### config.mk
export PLATFORM = sky130hd
export DESIGN_NAME = stopwatch_ctrl
export DESIGN_NICKNAME = d
export VERILOG_FILES = /design/src/rtl/stopwatch_pkg.sv /design/src/rtl/stopwatch_tick_prescaler.sv /design/src/rtl/stopwatch_ctrl.sv
export SDC_FILE = /design/constraint.sdc
export NUM_CORES = 1
export LEC_CHECK = 0
export ABC_AREA = 1
export ABC_CLOCK_PERIOD_IN_PS = 4600
export CORE_MARGIN = 5
export CORE_UTILIZATION = 30
export DETAILED_ROUTE_END_ITERATION = 10
export GPL_ROUTABILITY_DRIVEN = 0
export PLACE_DENSITY_LB_ADDON = 0.15
export SLEW_MARGIN = 10
export SYNTH_ARGS = -nofsm -noshare
export SYNTH_HDL_FRONTEND = slang
export SYNTH_SLANG_ARGS = --single-unit
### constraint.sdc
create_clock -name clk -period 4.6 [get_ports clk]
set_clock_uncertainty 0.2 [all_clocks]
set_input_delay 0.92 -clock clk [delete_from_list [all_inputs] [get_ports clk]]
set_output_delay 0.92 -clock clk [all_outputs]
set_load 0.01 [all_outputs]
### src/rtl/stopwatch_pkg.sv
// rtl/stopwatch_pkg.sv - state encoding and time-base helpers for stopwatch_ctrl
package stopwatch_pkg;

    localparam logic [1:0] ST_IDLE  = 2'b00;
    localparam logic [1:0] ST_RUN   = 2'b01;
    localparam logic [1:0] ST_PAUSE = 2'b10;
    localparam logic [1:0] ST_LAP   = 2'b11;

    function automatic int calc_div(input int clk_hz, input int tick_hz);
        return clk_hz / tick_hz;
    endfunction

    // At least one bit so a DIV of 2 still gets a usable register.
    function automatic int presc_w(input int div);
        return (div <= 2) ? 1 : $clog2(div);
    endfunction

endpackage

### src/rtl/stopwatch_tick_prescaler.sv
// rtl/stopwatch_tick_prescaler.sv - divide-by-DIV prescaler with hold and clear
module tick_prescaler
    import stopwatch_pkg::*;
#(
    parameter int DIV = 10
) (
    input  logic clk,
    input  logic rst,
    input  logic en,
    input  logic clr,
    output logic tick
);

    localparam int W = presc_w(DIV);
    localparam logic [W-1:0] LAST = W'(DIV - 1);

    logic [W-1:0] cnt;

    // tick marks the cycle in which a period completes; the caller registers it.
    assign tick = en && (cnt == LAST);

    always_ff @(posedge clk or posedge rst) begin
        if (rst) begin
            cnt <= '0;
        end else if (clr) begin
            cnt <= '0;
        end else if (en) begin
            cnt <= tick ? '0 : cnt + 1'b1;
        end
    end

endmodule

### src/rtl/stopwatch_ctrl.sv
// rtl/stopwatch_ctrl.sv - run/pause/lap control FSM and 1 kHz enable for the ms counter
module stopwatch_ctrl
    import stopwatch_pkg::*;
#(
    parameter int CLK_HZ  = 100_000_000,
    parameter int TICK_HZ = 1000,
    parameter int CNT_W   = 32
) (
    input  logic             clk,
    input  logic             rst,
    input  logic             start_stop,
    input  logic             lap,
    input  logic             clr,
    input  logic [CNT_W-1:0] nrms,
    output logic             ms,
    output logic             cnt_rst,
    output logic [CNT_W-1:0] lap_val,
    output logic             lap_valid,
    output logic             running,
    output logic             ovf,
    output logic [1:0]       state
);

    localparam int DIV = calc_div(CLK_HZ, TICK_HZ);

    generate
        if (DIV < 2 || (CLK_HZ % TICK_HZ) != 0) begin : g_bad_div
            $error("stopwatch_ctrl: CLK_HZ/TICK_HZ must be an integer >= 2");
        end
    endgenerate

    logic [1:0] state_q;
    logic       run_en;
    logic       tick_due;
    logic       presc_clr;
    logic       at_max;
    logic       ovf_evt;

    assign run_en    = (state_q == ST_RUN) || (state_q == ST_LAP);
    assign presc_clr = ((state_q == ST_IDLE) && start_stop) ||
                       ((state_q == ST_PAUSE) && clr);
    assign at_max    = &nrms;
    // A due tick against a saturated counter is swallowed so it never wraps.
    assign ovf_evt   = tick_due && at_max;

    tick_prescaler #(
        .DIV (DIV)
    ) u_prescaler (
        .clk  (clk),
        .rst  (rst),
        .en   (run_en),
        .clr  (presc_clr),
        .tick (tick_due)
    );

    assign state   = state_q;
    assign running = run_en;

    always_ff @(posedge clk or posedge rst) begin
        if (rst) begin
            state_q   <= ST_IDLE;
            ms        <= 1'b0;
            cnt_rst   <= 1'b1;
            lap_val   <= '0;
            lap_valid <= 1'b0;
            ovf       <= 1'b0;
        end else begin
            ms      <= tick_due && !at_max;
            cnt_rst <= 1'b0;
            case (state_q)
                ST_IDLE: begin
                    if (clr) begin
                        cnt_rst <= 1'b1;
                    end else if (start_stop) begin
                        state_q <= ST_RUN;
                    end
                end
                ST_RUN, ST_LAP: begin
                    if (ovf_evt) begin
                        ovf       <= 1'b1;
                        state_q   <= ST_PAUSE;
                        lap_valid <= 1'b0;
                    end else if (start_stop) begin
                        state_q   <= ST_PAUSE;
                        lap_valid <= 1'b0;
                    end else if (lap) begin
                        lap_val   <= nrms;
                        lap_valid <= 1'b1;
                        state_q   <= ST_LAP;
                    end
                end
                default: begin
                    if (clr) begin
                        cnt_rst   <= 1'b1;
                        lap_val   <= '0;
                        lap_valid <= 1'b0;
                        ovf       <= 1'b0;
                        state_q   <= ST_IDLE;
                    end else if (start_stop) begin
                        state_q <= ST_RUN;
                    end else if (lap) begin
                        lap_valid <= 1'b0;
                    end
                end
            endcase
        end
    end

endmodule
==> results of run 1 <==
==> routing by layer <==
metal	vias to the layer above	track usage	part of all wire
li1	1329	-	-
met1	1254	0.2011	0.50
met2	66	0.2171	0.44
met3	9	0.02567	0.047
met4	0	0.03877	0.013
met5	-	0	0
==> sequential cells by signal (all words and copies together), names as in the netlist <==
name             count
ovf                  1
ms                   1
lap_val             32
u_prescaler.cnt     17
state                2
cnt_rst              1
lap_valid            1
==> worst register-to-register path, delay by kind of cell, from the launching register on <==
| kind | cells | cell delay [ns] |
|---|---|---|
| and+or+nand+nor | 8 | 1.21 |
| DFF | 1 | 0.70 |
| buffers and inverters | 1 | 0.29 |
| AOI/OAI and AO/OA | 1 | 0.06 |
==> cell usage after synthesis, drive strengths merged <==
cell type,count
clkinv,1
clkbuf,4
dfrtp,54
nand2,120
nand3,20
o21a,1
buf,13
o21ai,9
a31oi,1
ha,1
a21oi,8
nor3,11
nor2,42
o31ai,1
nand3b,1
dfstp,1
xor2,5
nand4,40
inv,26
and2,4
==> final timing paths <==
check	from	endpoint	cells after the start
worst max-delay path	state[0]$_DFFE_PP0P_	running	2
worst min-delay path	lap_val[1]$_DFFE_PP0P_	lap_val[1]$_DFFE_PP0P_	2
worst max register to register	state[0]$_DFFE_PP0P_	state[1]$_DFFE_PP0P_	10
worst min register to register	lap_val[1]$_DFFE_PP0P_	lap_val[1]$_DFFE_PP0P_	2
max in group asynchronous	rst	ms$_DFF_PP0_	3
min in group asynchronous	rst	lap_val[11]$_DFFE_PP0P_	2
==> final cells by class <==
type                            instances  area (um^2)
Fill cell                             980         5515
Sequential cell                        55         1378
Multi-Input combinational cell        264         1297
Timing Repair Buffer                   79        780.7
Tap cell                              129        161.4
Inverter                               27        101.3
Clock buffer                            5        68.82
Clock inverter                          3        25.02
==> cells by family (layout without fill, tap and decap cells) <==
| logic type | Yosys count | count (layout) | share of synthesized area |
|---|---|---|---|
| AOI/OAI and AO/OA | 20 | 20 | 0.04145 |
| xor gates and xnor gates | 5 | 5 | 0.01511 |
| adders and majority gates | 1 | 1 | 0.004317 |
| buffers and inverters | 44 | 114 | 0.07685 |
| DFF | 55 | 55 | 0.4754 |
| and+or+nand+nor | 238 | 238 | 0.3869 |
==> power by group through the flow <==
stage	combinational [mW]	sequential, mW	clock (mW)
detailed placement	0.749	0.712	0
global route	0.817	0.723	0.317
floorplan	0.367	0.743	0
finish	0.741	0.702	0.288
CTS	0.751	0.703	0.302
global placement	0.743	0.712	0
==> metrics by stage <==
step / cells / utilization
global route: 562 / 0.4087
detailed placement: 554 / 0.3987
floorplan: 363 / -
CTS: 562 / 0.4087
finish: 562 / 0.4087
global placement: 554 / 0.3987
==> layout by cell type (no fill, tap or decap), types with 3 or more instances in the layout <==
cell / n
and2_1: 4
nand2_1: 116
xor2_1: 5
nand2_2: 3
o21ai_0: 7
buf_4: 4
nand3_1: 17
nor3_1: 10
nor2_4: 3
dfrtp_1: 54
nand4_1: 40
inv_1: 19
nor2_1: 35
clkbuf_8: 5
inv_2: 7
a21oi_1: 8
clkdlybuf4s50_1: 75
nor2_2: 4
==> impl_results.md, run 1 <==
- Worst slew margin: 0.5270
- CP startpoint kind: flip-flop
- Layout cells sized above 1: 0.08314
- Worst Path Required: 3.48 ns
- Nets: 470
- CP bufs+invs: 2
- Avg WL per Cell: 14.44 um
- Clock power share: 0.166
- Vias in the first global route: 2,605
- Die W: 108.3 um
- Number of synthesized register bits: 55
- Placed Area: 3719 um^2
- Via count: 2,658
- Max Freq: 334.0 MHz
- Sequential cell area fraction in the yosys report: 0.4754
- Finished Cell Area: 3812 um^2
- DRT antenna net count: 0
- Worst-margin pin slew: 0.7085 ns
- Rows: 35
- CTS tree: built
- Tightest Hold Check Type: reg -> reg
- Logic pwr share: 0.428
- Detailed Routing Iterations Pass 1: 5
- Final Hold Slack: 0.2823 ns
- Layout area overhead: 31.56%
- Final setup viols: 0
- Syn Std Cell Area: 2898 um^2
- Critical Path Max Stage Delay: 0.70 ns
- Io pins: 76
- Setup bufs post-CTS: 0
- Dpl ws: 1.505 ns
- Crit Path Class: reg -> out
- CTS Root Cell: clkbuf_8
- Fin. max-slew vios: 0
- Longest Clk Path Bufs: 2
- CTS Sinks: 55
- DRT Wirelength: 8118 um
- CTS Buf Count: 5
- CP arrival: 1.87 ns
- Psw: 0.6721 mW
- Pwr dens: 454.1 nW/um^2
- Initial Util: 0.3107
- Final hold vios: 0
- CTS hold repair buffers: 0
- Status: complete, no violations
- Worst-skew pair later-pin latency: 0.31 ns
- Die area: 11,720 um^2
- Minimum clock period: 2.994 ns
- Flop pwr share: 0.406
- Initial DRC Count: 107
- Max H-tree Level: 2
- YS warnings: 0
- Chip height: 108.3 um
- CP Max Fanout: 15
- First-pass GRT wire length: 13,140 um
- Fin crit share: 0.6508
- Port bufs: 75
- Crit path cell chain: buf_4, clkdlybuf4s50_1
- Top cell type's share of synthesized area: 0.4663
- Mapped Cells: 363
- Ant diodes: 0
- Gr ovfl total: 0
- Leading area contributor after synthesis: dfrtp_1
- P_leak: 1.692 nW
- Avg Vias per Cell: 4.730
- Slowest CP cell: dfrtp_1
- Switch share: 0.3882
- Max-cap viol count: 0
- Largest net degree at the start of global routing: 36
- Total power: 1.731 mW
- DR DRC count: 0
- Int Pwr: 1.059 mW
- DP HPWL: 5937 um
- GRT Total Usage: 0.1403
- Initial antenna violation count: 0
- Gates resized, CTS repair: 0
- Ranking of synthesized cells by area: dfrtp_1 47%, nand2_1 15%, nand4_1 8.6%, nor2_1 4.5%, nand3_1 2.9%
- Max VDD drop: 0.1753 mV
- Synth cell types: 32
- Reg2Reg Setup Slack: 2.03 ns
- Clk slew on worst S/H paths: 0.12 ns
- RSZ-0062 raised after global routing: no
- Syn_nets: 401
- Kind of cell adding the most delay to the critical path: buffers and inverters
- Crit. End Element: output pin
- Setup TNS: 0 ns
- Core ar.: 9328 um^2
- Synth Area per Inst: 7.983 um^2
- Final WS setup: 1.606 ns
No activity file was read; power rests on OpenSTA's default activity.
==> inputs of run 2 (changes only) <==
Settings changed: ABC_CLOCK_PERIOD_IN_PS 4600 to 2850.
Clock period 4.6 ns to 2.85 ns, I/O delays scaled along.
==> impl_results.md, run 2 (synthesis gave the netlist of run 1 again) <==
- Status: complete, no violations
- Io pins: 76
- CTS hold repair buffers: 0
- Minimum clock period: 2.575 ns
- RSZ-0062 raised after global routing: no
- Layout area overhead: 33.51%
- Gates resized, CTS repair: 0
- Initial DRC Count: 101
- DRT antenna net count: 0
- CTS tree: built
- Worst slew margin: 0.4946
- Layout cells sized above 1: 0.08924
- CTS Root Cell: clkbuf_8
- Worst-skew pair later-pin latency: 0.31 ns
- Pwr dens: 725.4 nW/um^2
- Port bufs: 75
- P_leak: 1.725 nW
- Max-cap viol count: 0
- CP arrival: 1.80 ns
- Ant diodes: 0
- Final hold vios: 0
- Max VDD drop: 0.3377 mV
- Hold Path Cell Cnt: 2
- Setup bufs post-CTS: 0
- Total power: 2.806 mW
- DR DRC count: 0
- Initial antenna violation count: 0
- Most common cell after layout, fill and taps aside: nand2_1
- Nets: 474
- Rows: 35
- Number of flip-flops in the largest register: 32
- CTS Sinks: 55
- Avg Vias per Cell: 4.613
- DP HPWL: 5870 um
- Worst Path Required: 2.08 ns
- Tightest Hold Check Type: reg -> reg
- Commonest non-fill, non-tap cells in the layout: 116 x nand2_1, 75 x clkdlybuf4s50_1, 54 x dfrtp_1
- Fin. max-slew vios: 0
- Largest net degree at the start of global routing: 56
- Die area: 11,720 um^2
- DRT Wirelength: 7911 um
- Chip height: 108.3 um
- Vias in the first global route: 2,579
- Detailed Routing Iterations Pass 1: 4
- Worst r2r path cells: 5
- CP Max Fanout: 16
- Final setup viols: 0
- Gr ovfl total: 0
- Crit. End Element: output pin
- Max H-tree Level: 2
- Die W: 108.3 um
- CTS Buf Count: 5
- Initial Util: 0.3107
- Longest Clk Path Bufs: 2
- Max Freq: 388.4 MHz
- Avg WL per Cell: 13.98 um
- Crit Path Class: reg -> out
- Fin crit share: 0.9035
- Clk slew on worst S/H paths: 0.11 ns
- Setup TNS: 0 ns
- Worst-margin pin slew: 0.7581 ns
- Via count: 2,611
- Biggest register: lap_val
- GRT Total Usage: 0.1395
- CP startpoint kind: flip-flop
- First-pass GRT wire length: 13,060 um
- Core ar.: 9328 um^2
- Fill cell count: 977
## run 2: where the power goes
| part | internal [mW] | switching [mW] |
|---|---|---|
| combinational | 0.562 | 0.644 |
| sequential | 0.984 | 0.158 |
| clock | 0.200 | 0.259 |
## run 2: layer usage
| metal | routed length [um] | vias up | track usage |
|---|---|---|---|
| li1 | - | 1342 | - |
| met1 | 3944 | 1199 | 0.2071 |
| met2 | 3519 | 65 | 0.2118 |
| met3 | 373 | 5 | 0.02507 |
| met4 | 73 | 0 | 0.02976 |
| met5 | 0 | - | 0 |
## run 2: area by class of cell
class | instances | area [um^2] | area share
Sequential cell | 55 | 1378 | 0.3561
Tap cell | 129 | 161.4 | 0.04172
Clock buffer | 7 | 86.33 | 0.02232
Clock inverter | 1 | 8.758 | 0.002264
Inverter | 27 | 101.3 | 0.02620
Multi-Input combinational cell | 264 | 1297 | 0.3354
Timing Repair Buffer | 83 | 835.8 | 0.2160
## run 2: worst paths after layout
path                                         start                               to  slack, ns
setup / recovery              state[0]$_DFFE_PP0P_                          running       0.28
hold / removal             lap_val[13]$_DFFE_PP0P_          lap_val[13]$_DFFE_PP0P_       0.28
setup reg to reg              state[0]$_DFFE_PP0P_          lap_val[11]$_DFFE_PP0P_       0.35
hold reg to reg            lap_val[13]$_DFFE_PP0P_          lap_val[13]$_DFFE_PP0P_       0.28
max in group asynchronous                      rst                cnt_rst$_DFF_PP1_       1.72
min in group asynchronous                      rst  u_prescaler.cnt[16]$_DFFE_PP0P_       0.44
## run 2: worst max-delay path, cell delays in order (launching register included)
cell and delay (ns):
dfrtp_1 0.72, buf_4 0.24, clkdlybuf4s50_1 0.53
## run 2: metrics by stage
stage | hold WS [ns] | cells | setup WS (ns) | area (um^2) | utilization
floorplan | 0.2943 | 363 | 0.7387 | 2898 | -
global placement | 0.2549 | 558 | 0.1439 | 3774 | 0.4046
detailed placement | 0.2574 | 558 | 0.08045 | 3774 | 0.4046
CTS | 0.2847 | 566 | 0.2581 | 3869 | 0.4148
global route | 0.3087 | 566 | 0.02297 | 3869 | 0.4148
finish | 0.2805 | 566 | 0.2751 | 3869 | 0.4148
